--- src/rtl/decode_hazard_ctrl_pkg.sv ---
// Shared types for the decode-stage issue controller: FSM state encoding
// and the hard-wired zero register number.
package decode_ctrl_pkg;

  typedef enum logic [1:0] {
    RUN   = 2'd0,
    DRAIN = 2'd1,
    FLUSH = 2'd2,
    WAIT  = 2'd3
  } ctrl_state_e;

  localparam int unsigned X0 = 0;

endpackage

--- src/rtl/decode_hazard_ctrl_if.sv ---
// Signal bundle between the decode stage and its issue controller.
// Handshake: the decode instruction transfers on the rising edge where in_valid and
// out_issue are both high; in_valid with out_issue low means the instruction must be held.
interface decode_hazard_ctrl_if #(
  parameter int REGISTERNO_WIDTH = 5,
  parameter int NUM_REGS         = 32
) ();
  import decode_ctrl_pkg::*;

  logic                        in_valid;
  logic [REGISTERNO_WIDTH-1:0] in_rs1_regno;
  logic [REGISTERNO_WIDTH-1:0] in_rs2_regno;
  logic [REGISTERNO_WIDTH-1:0] in_rd_regno;
  logic                        in_uses_rs1;
  logic                        in_uses_rs2;
  logic                        in_writes_rd;
  logic                        in_is_syscall;
  logic                        in_wb_enable;
  logic [REGISTERNO_WIDTH-1:0] in_wb_rd_regno;
  logic                        in_branch_taken_bool;
  logic                        in_syscall_done;

  logic                        out_issue;
  logic                        out_stall;
  logic                        out_advance;
  logic                        out_syscall_flush;
  logic                        out_syscall_req;
  logic [NUM_REGS-1:0]         out_busy_vec;
  ctrl_state_e                 state;

  modport master (
    output in_valid, in_rs1_regno, in_rs2_regno, in_rd_regno,
           in_uses_rs1, in_uses_rs2, in_writes_rd, in_is_syscall,
           in_wb_enable, in_wb_rd_regno, in_branch_taken_bool, in_syscall_done,
    input  out_issue, out_stall, out_advance, out_syscall_flush,
           out_syscall_req, out_busy_vec, state
  );

  modport slave (
    input  in_valid, in_rs1_regno, in_rs2_regno, in_rd_regno,
           in_uses_rs1, in_uses_rs2, in_writes_rd, in_is_syscall,
           in_wb_enable, in_wb_rd_regno, in_branch_taken_bool, in_syscall_done,
    output out_issue, out_stall, out_advance, out_syscall_flush,
           out_syscall_req, out_busy_vec, state
  );

endinterface

--- src/rtl/decode_hazard_ctrl_reg_scoreboard.sv ---
// Per-register pending-writeback counters; flags RAW hazards and WAW counter
// saturation for the instruction currently in decode.
module reg_scoreboard
  import decode_ctrl_pkg::*;
#(
  parameter int REGISTERNO_WIDTH = 5,
  parameter int NUM_REGS         = 32,
  parameter int PEND_WIDTH       = 2
) (
  input  logic                        clk,
  input  logic                        reset,
  input  logic                        issue,
  input  logic                        writes_rd,
  input  logic [REGISTERNO_WIDTH-1:0] rd_regno,
  input  logic                        uses_rs1,
  input  logic [REGISTERNO_WIDTH-1:0] rs1_regno,
  input  logic                        uses_rs2,
  input  logic [REGISTERNO_WIDTH-1:0] rs2_regno,
  input  logic                        wb_enable,
  input  logic [REGISTERNO_WIDTH-1:0] wb_rd_regno,
  output logic                        hazard,
  output logic [NUM_REGS-1:0]         busy_vec
);

  localparam logic [REGISTERNO_WIDTH-1:0] ZERO_REG = REGISTERNO_WIDTH'(X0);
  localparam logic [PEND_WIDTH-1:0]       PEND_MAX = '1;

  logic [PEND_WIDTH-1:0] pend [NUM_REGS];
  logic [NUM_REGS-1:0]   inc_vec;
  logic [NUM_REGS-1:0]   dec_vec;

  // A writeback to an idle register is dropped rather than wrapping the counter.
  always_comb begin
    inc_vec = '0;
    dec_vec = '0;
    if (issue && writes_rd && rd_regno != ZERO_REG)
      inc_vec[rd_regno] = 1'b1;
    if (wb_enable && wb_rd_regno != ZERO_REG && pend[wb_rd_regno] != '0)
      dec_vec[wb_rd_regno] = 1'b1;
  end

  always_ff @(posedge clk or negedge reset) begin
    if (!reset) begin
      for (int i = 0; i < NUM_REGS; i++) pend[i] <= '0;
    end else begin
      for (int i = 0; i < NUM_REGS; i++) begin
        if (inc_vec[i] && !dec_vec[i])
          pend[i] <= pend[i] + PEND_WIDTH'(1);
        else if (dec_vec[i] && !inc_vec[i])
          pend[i] <= pend[i] - PEND_WIDTH'(1);
      end
    end
  end

  always_comb begin
    busy_vec = '0;
    for (int i = 0; i < NUM_REGS; i++) busy_vec[i] = (pend[i] != '0);
  end

  // Registered counters only: a writeback this cycle does not clear the hazard until next cycle.
  always_comb begin
    hazard = 1'b0;
    if (uses_rs1 && rs1_regno != ZERO_REG && pend[rs1_regno] != '0) hazard = 1'b1;
    if (uses_rs2 && rs2_regno != ZERO_REG && pend[rs2_regno] != '0) hazard = 1'b1;
    if (writes_rd && rd_regno != ZERO_REG && pend[rd_regno] == PEND_MAX) hazard = 1'b1;
  end

  wb_without_pending : assert property (@(posedge clk) disable iff (!reset)
    !(wb_enable && wb_rd_regno != ZERO_REG && pend[wb_rd_regno] == '0));

endmodule

--- src/rtl/decode_hazard_ctrl.sv ---
// Decode-stage issue controller: scoreboard hazard stalls, taken-branch drop,
// and the syscall hold/drain/flush/handoff sequence.
module decode_hazard_ctrl
  import decode_ctrl_pkg::*;
#(
  parameter int REGISTERNO_WIDTH = 5,
  parameter int NUM_REGS         = 32,
  parameter int PEND_WIDTH       = 2,
  parameter int DRAIN_CYCLES     = 4
) (
  input  logic                 clk,
  input  logic                 reset,
  decode_hazard_ctrl_if.slave  bus
);

  localparam int DW = $clog2(DRAIN_CYCLES + 1);

  ctrl_state_e   state_q, state_d;
  logic [DW-1:0] drain_q, drain_d;
  logic          flush_q;
  logic          hazard;
  logic          issue, resume, req;
  logic [NUM_REGS-1:0] busy_vec;

  reg_scoreboard #(
    .REGISTERNO_WIDTH (REGISTERNO_WIDTH),
    .NUM_REGS         (NUM_REGS),
    .PEND_WIDTH       (PEND_WIDTH)
  ) u_scoreboard (
    .clk         (clk),
    .reset       (reset),
    .issue       (issue),
    .writes_rd   (bus.in_writes_rd),
    .rd_regno    (bus.in_rd_regno),
    .uses_rs1    (bus.in_uses_rs1),
    .rs1_regno   (bus.in_rs1_regno),
    .uses_rs2    (bus.in_uses_rs2),
    .rs2_regno   (bus.in_rs2_regno),
    .wb_enable   (bus.in_wb_enable),
    .wb_rd_regno (bus.in_wb_rd_regno),
    .hazard      (hazard),
    .busy_vec    (busy_vec)
  );

  always_ff @(posedge clk or negedge reset) begin
    if (!reset) begin
      state_q <= RUN;
      drain_q <= '0;
      flush_q <= 1'b0;
    end else begin
      state_q <= state_d;
      drain_q <= drain_d;
      flush_q <= (state_d == FLUSH);
    end
  end

  always_comb begin
    state_d = state_q;
    drain_d = drain_q;
    issue   = 1'b0;
    resume  = 1'b0;
    req     = 1'b0;
    case (state_q)
      RUN: begin
        issue = bus.in_valid && !hazard && !bus.in_is_syscall && !bus.in_branch_taken_bool;
        if (bus.in_valid && bus.in_is_syscall && !bus.in_branch_taken_bool) begin
          state_d = DRAIN;
          drain_d = DW'(DRAIN_CYCLES);
        end
      end
      DRAIN: begin
        // A taken branch here means the syscall was on the wrong path.
        if (bus.in_branch_taken_bool) begin
          state_d = RUN;
          drain_d = '0;
        end else if (drain_q == '0 && busy_vec == '0) begin
          state_d = FLUSH;
        end else if (drain_q != '0) begin
          drain_d = drain_q - DW'(1);
        end
      end
      FLUSH: state_d = WAIT;
      WAIT: begin
        req = 1'b1;
        if (bus.in_syscall_done) begin
          resume  = 1'b1;
          state_d = RUN;
        end
      end
      default: state_d = RUN;
    endcase
  end

  // Input-driven outputs are forced low while reset is held.
  assign bus.out_issue         = reset & issue;
  assign bus.out_advance       = reset & (issue | resume);
  assign bus.out_stall         = reset & bus.in_valid & !issue & !bus.in_branch_taken_bool;
  assign bus.out_syscall_req   = req;
  assign bus.out_syscall_flush = flush_q;
  assign bus.out_busy_vec      = busy_vec;
  assign bus.state             = state_q;

endmodule

--- src/flat_wrapper.sv ---
// flat-port wrapper written by rule: the top's interface ports become plain ports
module decode_hazard_ctrl_flat import decode_ctrl_pkg::*;
#(
  parameter int REGISTERNO_WIDTH = 5,
  parameter int NUM_REGS         = 32,
  parameter int PEND_WIDTH       = 2,
  parameter int DRAIN_CYCLES     = 4
)
  (clk, reset, bus_in_valid, bus_in_rs1_regno, bus_in_rs2_regno, bus_in_rd_regno, bus_in_uses_rs1, bus_in_uses_rs2, bus_in_writes_rd, bus_in_is_syscall, bus_in_wb_enable, bus_in_wb_rd_regno, bus_in_branch_taken_bool, bus_in_syscall_done, bus_out_issue, bus_out_stall, bus_out_advance, bus_out_syscall_flush, bus_out_syscall_req, bus_out_busy_vec, bus_state);
  decode_hazard_ctrl_if #(.REGISTERNO_WIDTH(REGISTERNO_WIDTH), .NUM_REGS(NUM_REGS)) bus_i ();
  input  logic clk;
  input  logic reset;
  input wire logic [$bits(bus_i.in_valid)-1:0] bus_in_valid;
  input wire logic [$bits(bus_i.in_rs1_regno)-1:0] bus_in_rs1_regno;
  input wire logic [$bits(bus_i.in_rs2_regno)-1:0] bus_in_rs2_regno;
  input wire logic [$bits(bus_i.in_rd_regno)-1:0] bus_in_rd_regno;
  input wire logic [$bits(bus_i.in_uses_rs1)-1:0] bus_in_uses_rs1;
  input wire logic [$bits(bus_i.in_uses_rs2)-1:0] bus_in_uses_rs2;
  input wire logic [$bits(bus_i.in_writes_rd)-1:0] bus_in_writes_rd;
  input wire logic [$bits(bus_i.in_is_syscall)-1:0] bus_in_is_syscall;
  input wire logic [$bits(bus_i.in_wb_enable)-1:0] bus_in_wb_enable;
  input wire logic [$bits(bus_i.in_wb_rd_regno)-1:0] bus_in_wb_rd_regno;
  input wire logic [$bits(bus_i.in_branch_taken_bool)-1:0] bus_in_branch_taken_bool;
  input wire logic [$bits(bus_i.in_syscall_done)-1:0] bus_in_syscall_done;
  output wire logic [$bits(bus_i.out_issue)-1:0] bus_out_issue;
  output wire logic [$bits(bus_i.out_stall)-1:0] bus_out_stall;
  output wire logic [$bits(bus_i.out_advance)-1:0] bus_out_advance;
  output wire logic [$bits(bus_i.out_syscall_flush)-1:0] bus_out_syscall_flush;
  output wire logic [$bits(bus_i.out_syscall_req)-1:0] bus_out_syscall_req;
  output wire logic [$bits(bus_i.out_busy_vec)-1:0] bus_out_busy_vec;
  output wire logic [$bits(bus_i.state)-1:0] bus_state;
  assign bus_i.in_valid = bus_in_valid;
  assign bus_i.in_rs1_regno = bus_in_rs1_regno;
  assign bus_i.in_rs2_regno = bus_in_rs2_regno;
  assign bus_i.in_rd_regno = bus_in_rd_regno;
  assign bus_i.in_uses_rs1 = bus_in_uses_rs1;
  assign bus_i.in_uses_rs2 = bus_in_uses_rs2;
  assign bus_i.in_writes_rd = bus_in_writes_rd;
  assign bus_i.in_is_syscall = bus_in_is_syscall;
  assign bus_i.in_wb_enable = bus_in_wb_enable;
  assign bus_i.in_wb_rd_regno = bus_in_wb_rd_regno;
  assign bus_i.in_branch_taken_bool = bus_in_branch_taken_bool;
  assign bus_i.in_syscall_done = bus_in_syscall_done;
  assign bus_out_issue = bus_i.out_issue;
  assign bus_out_stall = bus_i.out_stall;
  assign bus_out_advance = bus_i.out_advance;
  assign bus_out_syscall_flush = bus_i.out_syscall_flush;
  assign bus_out_syscall_req = bus_i.out_syscall_req;
  assign bus_out_busy_vec = bus_i.out_busy_vec;
  assign bus_state = bus_i.state;
  decode_hazard_ctrl #(.REGISTERNO_WIDTH(REGISTERNO_WIDTH), .NUM_REGS(NUM_REGS), .PEND_WIDTH(PEND_WIDTH), .DRAIN_CYCLES(DRAIN_CYCLES)) u_core (.clk(clk), .reset(reset), .bus(bus_i));
endmodule
--- config.mk ---
export PLATFORM = sky130hd
export DESIGN_NAME = decode_hazard_ctrl_flat
export DESIGN_NICKNAME = d
export VERILOG_FILES = /design/src/rtl/decode_hazard_ctrl_pkg.sv /design/src/rtl/decode_hazard_ctrl_if.sv /design/src/rtl/decode_hazard_ctrl_reg_scoreboard.sv /design/src/rtl/decode_hazard_ctrl.sv /design/src/flat_wrapper.sv
export SDC_FILE = /design/constraint.sdc
export NUM_CORES = 1
export LEC_CHECK = 0
export BUFFER_PORTS_ARGS = -buffer_cell sky130_fd_sc_hd__buf_2
export CAP_MARGIN = 40
export CORE_MARGIN = 3
export CORE_UTILIZATION = 64
export DETAILED_ROUTE_END_ITERATION = 10
export GPL_ROUTABILITY_DRIVEN = 0
export PLACE_DENSITY_LB_ADDON = 0.12
export SETUP_SLACK_MARGIN = 0.1
export SLEW_MARGIN = 20
export SYNTH_ARGS = -nofsm -noshare
export SYNTH_HDL_FRONTEND = slang
export SYNTH_HIERARCHICAL = 1
export SYNTH_SLANG_ARGS = --single-unit
--- constraint.sdc ---
create_clock -name clk -period 7.1 [get_ports clk]
set_input_delay 1.42 -clock clk [delete_from_list [all_inputs] [get_ports clk]]
set_output_delay 1.42 -clock clk [all_outputs]
set_load 0.05 [all_outputs]
**Word level (Yosys, flattened, before mapping)**

Cells that the tools add are included.

- Bits in registers: 70
- Output and inout bits: 39
- Input bits: 30

- Equal/unequal tests: 8
- Add/sub/neg operators: 65
- Bitwise operators: 10
- Order comparisons: 8
- Multiplexer cells: 99
- Reductions and logical operators: 227

Operator list:

| cell | count |
|---|---|
| $mux 2 | 76 |
| $reduce_bool 2->1 | 68 |
| $logic_and 1x1->1 | 82 |
| $logic_not 1->1 | 68 |
| $add 2x1->2 const B | 32 |
| $mux 32 | 2 |
| $sub 2x1->2 const B | 32 |
| $bmux 2 s5 | 4 |
| $logic_not 32->1 | 1 |
| $ge 6x6->1 const B | 4 |
| $not 5->6 | 4 |
| $reduce_bool 5->1 | 4 |
| $lt 5x6->1 const B | 2 |
| $mux 3 | 4 |
| $demux 1 s5 | 2 |
| $ge 5x1->1 const B | 2 |
| $mux 1 | 9 |
| $eq 2x2->1 const B | 4 |
| $pmux 2 s4 | 1 |
| $pmux 3 s2 | 1 |
| $and 1x1->1 | 5 |
| $reduce_and 4->1 | 1 |
| $logic_not 3->1 | 1 |
| $ne 3x2->1 const B | 1 |
| 7 further kinds | 7 |

**Longest topological paths before layout**

Gate-level depths: netlist of run 1.

- Depth after elaboration: 21
- Mapped depth: 19
- Depth with buffers taken out: 16

**By module**

The synthesis of run 1 kept the hierarchy.

Modules (own cells, without submodules):

| module | cells each | area each (um2) | times used |
|---|---|---|---|
| reg_scoreboard | 525 | 5103.6 | 1 |
| decode_hazard_ctrl | 51 | 426.7 | 1 |

**Worst setup path before layout of run 1**

Ideal clock, no wire load.

- Kind: input port to output port
- Start: in bus_in_rs1_regno[2]
- End: out bus_out_advance
- Arrival: 4.594 ns
- Data required time: 5.680 ns
- Stages on the path: 9
- Setup slack: 1.086 ns
- Cell sequence: clkbuf_1 clkbuf_1 mux4_2 a2111oi_0 a211o_1 nand3_1 or4_1 nor2_1 a31o_2

- Cells in the longest elaborated chain, start to end: 16

RTL lines:

| element | line | text |
|---|---|---|
| from (decl) | flat_wrapper.sv:14 | `input wire logic [$bits(bus_i.in_rs1_regno)-1:0] bus_in_rs1_regno;` |
| $not 5->6 (not written as such) | decode_hazard_ctrl_reg_scoreboard.sv:63 | `if (uses_rs1 && rs1_regno != ZERO_REG && pend[rs1_regno] != '0) hazard = 1'b1;` |
| $bmux 2 s5 | decode_hazard_ctrl_reg_scoreboard.sv:63 |  |
| $mux 2 (not written as such) (2 in series) | decode_hazard_ctrl_reg_scoreboard.sv:63 |  |
| $reduce_bool 2->1 | decode_hazard_ctrl_reg_scoreboard.sv:63 |  |
| $logic_and 1x1->1 * | decode_hazard_ctrl_reg_scoreboard.sv:63 |  |
| $mux 1 * | decode_hazard_ctrl_reg_scoreboard.sv:63 |  |
| $mux 1 * | decode_hazard_ctrl_reg_scoreboard.sv:64 | `if (uses_rs2 && rs2_regno != ZERO_REG && pend[rs2_regno] != '0) hazard = 1'b1;` |
| $mux 1 * | decode_hazard_ctrl_reg_scoreboard.sv:65 | `if (writes_rd && rd_regno != ZERO_REG && pend[rd_regno] == PEND_MAX) hazard = 1'b1;` |
| via u_core.hazard | decode_hazard_ctrl.sv:21 | `logic hazard;` |
| $logic_not 1->1 * | decode_hazard_ctrl.sv:65 | `issue = bus.in_valid && !hazard && !bus.in_is_syscall && !bus.in_branch_taken_bool;` |
| $logic_and 1x1->1 * (3 in series) | decode_hazard_ctrl.sv:65 |  |
| $mux 1 * | decode_hazard_ctrl.sv:63 | `case (state_q)` |
| $or 1x1->1 * | decode_hazard_ctrl.sv:96 | `assign bus.out_advance = reset & (issue \| resume);` |
| $and 1x1->1 * | decode_hazard_ctrl.sv:96 |  |
| to (decl) | flat_wrapper.sv:27 | `output wire logic [$bits(bus_i.out_advance)-1:0] bus_out_advance;` |

The timed path passes the listed nets; every way through them passes the cells marked *. The select of a mux whose other input is x is not followed.

**Worst setup path in the final report of run 1**

- Start: in bus_in_rd_regno[0]
- End: out bus_out_advance

- Cells in the longest elaborated chain, start to end: 14

RTL lines:

| element | line | text |
|---|---|---|
| from (decl) | flat_wrapper.sv:16 | `input wire logic [$bits(bus_i.in_rd_regno)-1:0] bus_in_rd_regno;` |
| $not 5->6 (not written as such) | decode_hazard_ctrl_reg_scoreboard.sv:65 |  |
| $bmux 2 s5 | decode_hazard_ctrl_reg_scoreboard.sv:65 |  |
| $mux 2 (not written as such) (2 in series) | decode_hazard_ctrl_reg_scoreboard.sv:65 |  |
| $eq 2x2->1 | decode_hazard_ctrl_reg_scoreboard.sv:65 |  |
| $logic_and 1x1->1 * | decode_hazard_ctrl_reg_scoreboard.sv:65 |  |
| $mux 1 * | decode_hazard_ctrl_reg_scoreboard.sv:65 |  |
| via u_core.hazard | decode_hazard_ctrl.sv:21 |  |
| $logic_not 1->1 * | decode_hazard_ctrl.sv:65 |  |
| $logic_and 1x1->1 * (3 in series) | decode_hazard_ctrl.sv:65 |  |
| $mux 1 * | decode_hazard_ctrl.sv:63 |  |
| $or 1x1->1 * | decode_hazard_ctrl.sv:96 |  |
| $and 1x1->1 * | decode_hazard_ctrl.sv:96 |  |

Marked as above.

==> flow_summary.toml, run 1 <==
[layout]
diodes = 0
drive_gt1_share_pct = 19.9
fin_nets = 701
area_growth_pct = 12.8
final_cell_area_mm2 = 0.00624
nFillCells = 605

[clock_tree]
cts_max_level = 3
cts_resized = 0
clock_sinks = 70
clock-root-buffer = "clkbuf_8"
clk_latency_ns = 0.36
post_cts_buffers = 0
cts_tree = "built"
clk_path_buf_depth = 2
ctsHoldBuffers = 0
cts_buffers = 9
clk_pin_slew_ns = 0.08

[setup_path]
critPathKind = "input port to primary output"
critPathSlowestCell = "or4_1"
cp_common_cell = "buf_2"
cp_max_fo = 18
startpoint_type = "input port"
cp_slowest_stage_delay_ns = 0.53
crit_chain = "buf_2, buf_16, mux2_2, a311o_1, a22o_1, o311ai_1, nand3_1, or4_1, nor2_1, a31o_2, buf_2"
end_kind = "primary output"
worstPathRequired_ns = 5.68
cp_data_arrival_time_ns = 4.60

[floorplanning]
die_x_um = 99.0
row_count = 33
start_util_pct = 66.6
die_area_mm2 = 0.00979
num_io_pins = 69
die_h_um = 99.0
core_area_mm2 = 0.00830

[synth]
ys_async_sr_fraction_pct = 100
syn_nets = 640
synth_edf_count = 0
synth_area_mm2 = 0.00553
synthTopCellsByCount = "nor2_1, dfrtp_1, xor2_1"
synth_top_area_cell = "dfrtp_1"
ys_warn_count = 6
syn_inst = 576
ys_types = 53
synthFlopType = "dfrtp_1"
yosys.cell_count.top_type = "nor2_1"
ys_seq_elements = 70
synth-seq-area-share_pct = 31.7
yosys.area.top_type_share_pct = 31.7
syn_avg_cell_area_um2 = 9.60
synthTopCellsByArea = "dfrtp_1, mux4_2, xor2_1"

[sta]
setup_viol = 0
slew_viol_final = 0
fin_tns_setup_ns = 0
max_freq_mhz = 166
whs_ns = 0.490
period_share_pct = 84.7
hold_viol = 0
worst_clock_skew_ns = 0.00976
relSlewSlack_pct = 44.6
period_needed_ns = 6.02
rsz0062_at_grt = "false"
tightest_slew_ns = 0.827

[place]
io_buffers = 68
postPlaceCellArea_mm2 = 0.00593
place_hpwl_um = 11800

[detailed_routing]
detail_route.wl_per_cell_um = 21.6
vias = 4944
drc_errors = 0
totalWireLength_um = 16100
viasPerCell = 6.62
dr.pass1.iters = 5
ant_nets = 0
drt_iter0_markers = 586

[grt]
grt_use_total_pct = 33.7
grt_pass1_wl_um = 25600
overflow = 0
grt_max_degree = 47
grt_antenna_before_repair = 0
grt_pass1_vias = 4915

[power]
irDropWorstVdd_mv = 0.379
p_per_area_mw_per_mm2 = 443
leakage_nw = 3.16

[hold_path]
hp-class = "register to register"

[flow_run]
max-cap-violations = 0

[outcome]
status = "complete, no violations"
==> registers in the layout, summed over array words and instances (netlist names) <==
signal,flops
u_core/bus.state,2
u_core/bus.out_syscall_flush,1
u_core/drain_q,3
u_core/u_scoreboard/pend,64
==> layout by cell type (no fill, tap or decap), drive strengths merged, types with 2 or more instances in the layout <==
| master | n |
|---|---|
| or3b | 2 |
| mux2i | 16 |
| buf | 70 |
| ha | 34 |
| a21oi | 8 |
| or3 | 5 |
| nor4 | 8 |
| xnor2 | 32 |
| nor2 | 96 |
| a22o | 2 |
| a2111oi | 2 |
| o211ai | 4 |
| o21ai | 9 |
| mux2 | 3 |
| nor2b | 5 |
| o2111ai | 4 |
| xor2 | 64 |
| mux4 | 31 |
| nor3b | 4 |
| o31ai | 5 |
| nand3b | 9 |
| a211o | 2 |
| clkbuf | 11 |
| and3 | 3 |
| nor3 | 13 |
| bufinv | 4 |
| a22oi | 2 |
| dfrtp | 70 |
| nand2b | 4 |
| or2 | 15 |
| inv | 31 |
| nand2 | 49 |
| or4 | 2 |
| nand3 | 3 |
| conb | 2 |
| nand4 | 4 |
| a21o | 2 |
==> cells by family after synthesis <==
kind of cell    synth area share, %
simple gates                   19.3
xor+xnor                       15.2
flops                          31.7
buf+inv                        3.55
mux                            16.1
compound gates                 6.27
fa+ha+maj                      7.69
other cells                   0.136
==> routing by layer <==
metal  vias up  wire length [um]  GRT usage (%)
met4         0               864           15.9
met2       387              7040           50.3
li1       2127                 -              -
met3        86              2110           9.41
met5         -                 0              0
met1      2344              6120           45.7
==> through the flow <==
stage | std cells | total power [W] | util, % | setup slack (ns)
6_report | 747 | 0.00276 | 75.2 | 1.08
2_1_floorplan | 576 | 0.00185 | - | 1.09
5_1_grt | 747 | 0.00287 | 75.2 | 1.04
4_1_cts | 746 | 0.00272 | 74.8 | 0.995
3_3_place_gp | 730 | 0.00223 | 71.4 | 1.12
3_5_place_dp | 730 | 0.00226 | 71.4 | 1.00
==> power breakdown <==
part           switching, W  internal (W)
logic               0.00104      0.000513
registers          0.000204      0.000553
clock network      0.000165      0.000289
==> path summary, 6_finish.rpt <==
check,startpoint,depth (start not counted),slack (ns),to
max,bus_in_rd_regno[0],11,1.08,bus_out_advance
min,u_core/drain_q[0]$_DFFE_PN0P_,1,0.49,u_core/drain_q[0]$_DFFE_PN0P_
max reg2reg,u_core/u_scoreboard/pend[28]$_DFFE_PN0P_,16,2.60,u_core/u_scoreboard/pend[7]$_DFFE_PN0P_
min reg2reg,u_core/drain_q[0]$_DFFE_PN0P_,1,0.49,u_core/drain_q[0]$_DFFE_PN0P_
max in group asynchronous,reset,2,4.98,u_core/u_scoreboard/pend[36]$_DFFE_PN0P_
min in group asynchronous,reset,1,1.07,u_core/u_scoreboard/pend[28]$_DFFE_PN0P_
==> cell type report <==
class / instances / area [um^2] / area share [%]
clock buffer: 11 / 151 / 2.43
clock inverter: 5 / 129 / 2.07
inverter: 31 / 116 / 1.87
multi-input combinational: 455 / 3580 / 57.4
sequential: 70 / 1750 / 28.1
tap: 105 / 131 / 2.11
timing repair buffer: 70 / 375 / 6.02
==> worst max-delay path, delay by kind of cell <==
family	cells	cell delay (ns)
buffers and inverters	3	0.81
AO/OA/AOI/OAI	4	1.17
multiplexers	1	0.37
AND/OR/NAND/NOR	3	0.84
Note: power is estimated with default switching activity, not from simulation.
==> run 2: changes to the inputs <==
--- a/config.mk
+++ b/config.mk
@@ -8,7 +8,7 @@
 export BUFFER_PORTS_ARGS = -buffer_cell sky130_fd_sc_hd__buf_2
 export CAP_MARGIN = 40
 export CORE_MARGIN = 3
-export CORE_UTILIZATION = 64
+export CORE_UTILIZATION = 54
 export DETAILED_ROUTE_END_ITERATION = 10
 export GPL_ROUTABILITY_DRIVEN = 0
 export PLACE_DENSITY_LB_ADDON = 0.12
==> constraint.sdc (replaced) <==
create_clock -name clk -period 5.3 [get_ports clk]
set_input_delay 1.06 -clock clk [delete_from_list [all_inputs] [get_ports clk]]
set_output_delay 1.06 -clock clk [all_outputs]
set_load 0.05 [all_outputs]
==> run 2 against run 1 <==
  * Design area is 0.60% lower
  * Register-to-register slack worse by 1.8 ns
  * Power is 27% higher
  * Sequential share of layout area is 0.17 points higher
  * Sequential power is 35% higher
  * Routed wire length is 1.7% higher
  * Setup slack worse by 0.71 ns
  * Highest routed layer unchanged
  * Cell count is 4.3% higher
  * Clock skew is 0.0067 ns higher
  * Critical path depth stayed put
==> flow_summary.toml, run 2 (synthesized netlist as in run 1, its figures left out) <==
[setup_path]
rr_endpoint = "u_core/u_scoreboard/pend[39]$_DFFE_PN0P_"
cp_data_arrival_time_ns = 3.87
crit_chain = "clkbuf_4, buf_4, mux2i_1, o221ai_1, a22o_1, o311ai_1, nand3_1, or4_1, nor2_2, a31o_2, buf_2"
cp_slowest_stage_delay_ns = 0.53
ff2ff_path_depth = 15
startpoint_type = "input port"
end_kind = "primary output"
worstPathRequired_ns = 4.24
cp_max_fo = 16
critPathKind = "input port to primary output"
reg2reg_from = "u_core/u_scoreboard/pend[58]$_DFFE_PN0P_"
rrSetupSlack_ns = 0.83
critPathSlowestCell = "or4_1"

[sta]
period_needed_ns = 4.93
hold_viol = 0
tightest_slew_ns = 0.846
worst_clock_skew_ns = 0.0165
period_share_pct = 93.1
fin_tns_setup_ns = 0
setup_viol = 0
relSlewSlack_pct = 43.4
rsz0062_at_grt = "false"
max_freq_mhz = 203
worst_slack_ns = 0.368
slew_viol_final = 0

[layout]
drive_gt1_share_pct = 20.6
diodes = 0
regArea_mm2 = 0.00175
final_common_cell = "nor2_1"
nFillCells = 834
mostFrequentLayoutCells = "nor2_1, dfrtp_1, buf_2"
largest-register = "u_core/u_scoreboard/pend"
area_growth_pct = 12.1
multi_input_area_mm2 = 0.00358
largest_reg_flops = 64
fin_nets = 705

[detailed_routing]
totalWireLength_um = 16400
vias = 4818
drc_errors = 0
detail_route.wl_per_cell_um = 21.1
ant_nets = 0
dr.pass1.iters = 4
viasPerCell = 6.18
drt_iter0_markers = 468

[grt]
grt_pass1_vias = 4836
grt_pass1_wl_um = 26200
grt_max_degree = 62
grt_antenna_before_repair = 0
grt_use_total_pct = 29.8
overflow = 0

[floorplanning]
core_area_mm2 = 0.00986
die_area_mm2 = 0.0115
row_count = 36
die_x_um = 107
start_util_pct = 56.1
die_h_um = 107
num_io_pins = 69

[hold_path]
hp-start = "u_core/drain_q[1]$_DFFE_PN0P_"
hold_path_end = "u_core/drain_q[1]$_DFFE_PN0P_"
hp-class = "register to register"
hold_depth = 2

[place]
place_ws_ns = 0.0245
io_buffers = 68
place_hpwl_um = 12500

[clock_tree]
clock-root-buffer = "clkbuf_8"
ctsHoldBuffers = 0
clock_sinks = 70
cts_max_level = 3
cts_tree = "built"
clk_latency_ns = 0.36
cts_buffers = 9
clk_pin_slew_ns = 0.08
clk_path_buf_depth = 2

[power]
leakage_nw = 3.13
p_per_area_mw_per_mm2 = 565
irDropWorstVdd_mv = 0.467

[flow_run]
max-cap-violations = 0

[outcome]
status = "complete, no violations"
-- run 2: cell types whose count changed in the layout (fill, tap and decap cells not counted), sizes merged --
cell	delta
bufinv	-4
buf	+3
clkinv	+3
inv	+2
clkbuf	-1
clkinvlp	+1
-- run 2: repair_timing --
action | CTS | global route
buffers inserted | 0 | 0
resized for setup | 0 | 1
setup endpoints to repair | 0 | 11
-- run 2: worst max path at each step --
stage	to	cells past startpoint	from
finish	bus_out_advance	11	bus_in_rd_regno[0]
global route	bus_out_advance	11	bus_in_rd_regno[0]
CTS	bus_out_advance	11	bus_in_rd_regno[0]
detailed placement	u_core/u_scoreboard/pend[39]$_DFFE_PN0P_	17	bus_in_rd_regno[0]
global placement	u_core/u_scoreboard/pend[23]$_DFFE_PN0P_	16	bus_in_rd_regno[0]
floorplan	bus_out_advance	9	bus_in_rs1_regno[2]
-- run 2: where the power goes --
group          switching (W)  total [W]  internal, W
clock               0.000228   0.000400     0.000171
sequential          0.000276    0.00102     0.000741
combinational        0.00140    0.00209     0.000690
total                0.00190    0.00350      0.00160
-- run 2: final cells by class --
type / instances / share of cell area [%]
inverters: 31 / 1.88
clock buffers: 9 / 2.00
multi-input cells: 455 / 57.8
well taps: 133 / 2.68
flip-flops and latches: 70 / 28.3
repair buffers: 74 / 6.58
clock inverters: 7 / 0.787
-- run 2: metal layers --
| layer | part of all wire, % | global-route usage (%) | vias to the layer above | wire length [um] |
|---|---|---|---|---|
| met5 | 0 | 0 | - | 0 |
| met4 | 2.9 | 9.95 | 0 | 474 |
| met3 | 9.2 | 6.98 | 46 | 1510 |
| met2 | 47 | 47.2 | 283 | 7740 |
| met1 | 41 | 40.2 | 2363 | 6680 |
| li1 | - | - | 2126 | - |
-- run 2: worst max-delay path: cells and delay by family --
kind | cells | cell delay, ns
AOI/OAI and AO/OA | 4 | 0.77
muxes | 1 | 0.35
buffers and inverters | 3 | 0.85
and+or+nand+nor | 3 | 0.81
-- run 2: stage by stage --
step	cell area (um^2)	utilization [%]	std cells	hold slack [ns]	total power (W)
global placement	6000	60.8	762	0.463	0.00303
detailed placement	6000	60.8	762	0.467	0.00307
floorplan	5530	-	576	0.449	0.00248
CTS	6170	62.5	778	0.485	0.00348
global route	6200	62.8	779	0.512	0.00367
finish	6200	62.8	779	0.481	0.00350
==> run 3: changes to the inputs <==
--- a/config.mk
+++ b/config.mk
@@ -7,7 +7,7 @@
 export LEC_CHECK = 0
 export BUFFER_PORTS_ARGS = -buffer_cell sky130_fd_sc_hd__buf_2
 export CAP_MARGIN = 40
-export CORE_MARGIN = 3
+export CORE_MARGIN = 4
 export CORE_UTILIZATION = 54
 export DETAILED_ROUTE_END_ITERATION = 10
 export GPL_ROUTABILITY_DRIVEN = 0
==> constraint.sdc (replaced) <==
create_clock -name clk -period 4.3 [get_ports clk]
set_input_delay 0.86 -clock clk [delete_from_list [all_inputs] [get_ports clk]]
set_output_delay 0.86 -clock clk [all_outputs]
set_load 0.05 [all_outputs]
==> run 3 against run 2 <==
  * Sequential share of layout area fell by 1.5 points
  * Routed wire length is 4.8% higher
  * Combinational power up 29%
  * Global-route usage is 0.44 points higher
  * Setup slack got worse by 0.20 ns
  * Worst hold slack better by 0.0086 ns
  * Critical path type is now register to primary output
==> flow_summary.toml, run 3 (synthesized netlist as in run 1, its figures left out) <==
[outcome]
status = "complete, no violations"

[detailed_routing]
dr.pass1.iters = 7
viasPerCell = 6.12
ant_nets = 0
vias = 4954
detail_route.wl_per_cell_um = 21.2
drt_iter0_markers = 549
drc_errors = 0
totalWireLength_um = 17200

[place]
io_buffers = 68
place_hpwl_um = 13200
place_ws_ns = -0.339
postPlaceCellArea_mm2 = 0.00624

[setup_path]
cp_data_arrival_time_ns = 3.27
cp_max_fo = 5
rr_endpoint = "u_core/u_scoreboard/pend[47]$_DFFE_PN0P_"
startpoint_type = "register"
rrSetupSlack_ns = 0.31
worstPathRequired_ns = 3.44
crit_chain = "or2_4, mux4_2, a211o_1, o21ai_0, or4_1, nand3_1, or4_4, buf_6, nor2_4, a31o_4, buf_8"
reg2reg_from = "u_core/u_scoreboard/pend[24]$_DFFE_PN0P_"
end_kind = "primary output"
critPathSlowestCell = "mux4_2"
cp_slowest_stage_delay_ns = 0.47
critPathKind = "register to primary output"
ff2ff_path_depth = 16

[clock_tree]
cts_max_level = 3
clock-root-buffer = "clkbuf_8"
clk_path_buf_depth = 2
clock_sinks = 70
cts_buffers = 9
clk_latency_ns = 0.37
ctsHoldBuffers = 0
cts_tree = "built"
clk_pin_slew_ns = 0.08

[layout]
largest_reg_flops = 64
final_common_cell = "nor2_1"
area_growth_pct = 18.4
diodes = 0
largest-register = "u_core/u_scoreboard/pend"
fin_nets = 736
drive_gt1_share_pct = 25.7
mostFrequentLayoutCells = "nor2_1, dfrtp_1, xor2_1"
final_cell_area_mm2 = 0.00655

[power]
pwr-share-comb_pct = 59.8
internal_power_w = 0.00215
p_sw_w = 0.00237
p_per_area_mw_per_mm2 = 690
p_total_w = 0.00452
p_seq_share_pct = 28.1
leakage_nw = 3.31
irDropWorstVdd_mv = 0.530
p_sw_share_pct = 52.4
power_frac_clock_pct = 12.1

[floorplanning]
num_io_pins = 69
start_util_pct = 56.1
die_h_um = 109
die_area_mm2 = 0.0119
core_area_mm2 = 0.00986
die_x_um = 109
row_count = 36

[grt]
grt_pass1_wl_um = 26700
grt_pass1_vias = 4846
overflow = 0
grt_antenna_before_repair = 0
grt_max_degree = 48
grt_use_total_pct = 30.2

[sta]
slew_viol_final = 0
worst_clock_skew_ns = 0.0142
tightest_slew_ns = 0.710
hold_viol = 0
period_needed_ns = 4.13
whs_ns = 0.490
max_freq_mhz = 242
rsz0062_at_grt = "false"
period_share_pct = 96.0
relSlewSlack_pct = 52.4
worst_slack_ns = 0.170
setup_viol = 0

[hold_path]
hp-class = "register to register"
hold_path_end = "u_core/u_scoreboard/pend[11]$_DFFE_PN0P_"
hold_depth = 1
hp-start = "u_core/u_scoreboard/pend[11]$_DFFE_PN0P_"

[flow_run]
max-cap-violations = 0
-- run 3: critical path: cells and delay by family, from the launching register on --
kind,cells,cell delay [ns]
buffers and inverters,2,0.28
DFF,1,0.45
and+or+nand+nor,5,1.07
AOI/OAI and AO/OA,3,0.63
muxes,1,0.47
-- run 3: layout make-up --
| type | instances | area, um^2 |
|---|---|---|
| multi-input cells | 455 | 3650 |
| fillers | 781 | 3310 |
| flip-flops and latches | 70 | 1750 |
| repair buffers | 105 | 674 |
| well taps | 133 | 166 |
| clock buffers | 13 | 149 |
| inverters | 31 | 116 |
| clock inverters | 3 | 43.8 |
-- run 3: timing repair --
action,in CTS,in global routing
pin swaps,0,6
buffers inserted,0,3
gates resized for setup,12,15
hold endpoints to repair,0,0
endpoints found under the setup margin,12,28
-- run 3: how the worst max path moves through the flow --
stage | to | from | slack, ns
CTS | bus_out_advance | bus_in_rd_regno[0] | 0.10
global route | bus_out_advance | u_core/u_scoreboard/pend[24]$_DFFE_PN0P_ | 0.09
detailed placement | u_core/u_scoreboard/pend[45]$_DFFE_PN0P_ | bus_in_rd_regno[0] | -0.34
floorplan | bus_out_advance | bus_in_rs2_regno[2] | 0.08
finish | bus_out_advance | u_core/u_scoreboard/pend[24]$_DFFE_PN0P_ | 0.17
global placement | u_core/u_scoreboard/pend[27]$_DFFE_PN0P_ | bus_in_rd_regno[0] | -0.17
-- run 3: metal layers --
| metal | global-route usage (%) | share of wire (%) | routed length, um | vias to the layer above |
|---|---|---|---|---|
| li1 | - | - | - | 2201 |
| met1 | 41.6 | 42 | 7180 | 2381 |
| met2 | 46.3 | 45 | 7810 | 323 |
| met3 | 7.82 | 10 | 1720 | 49 |
| met4 | 10.8 | 2.8 | 477 | 0 |
| met5 | 0 | 0 | 0 | - |
-- run 3: power by group through the flow --
stage / combinational, W / sequential (W) / clock (W)
after floorplan: 0.00188 / 0.00118 / 0
after global placement: 0.00257 / 0.00125 / 0
after detailed placement: 0.00260 / 0.00127 / 0
after CTS: 0.00262 / 0.00126 / 0.000562
after global routing: 0.00283 / 0.00130 / 0.000593
final: 0.00270 / 0.00127 / 0.000546
-- run 3: per-stage QoR --
step           cells  TNS (ns)  utilization [%]
6_report         810         0             66.4
5_1_grt          810         0             66.4
4_1_cts          807         0             65.7
3_5_place_dp     791    -11.55             63.3
3_3_place_gp     791     -3.65             63.3
2_1_floorplan    576         0                -
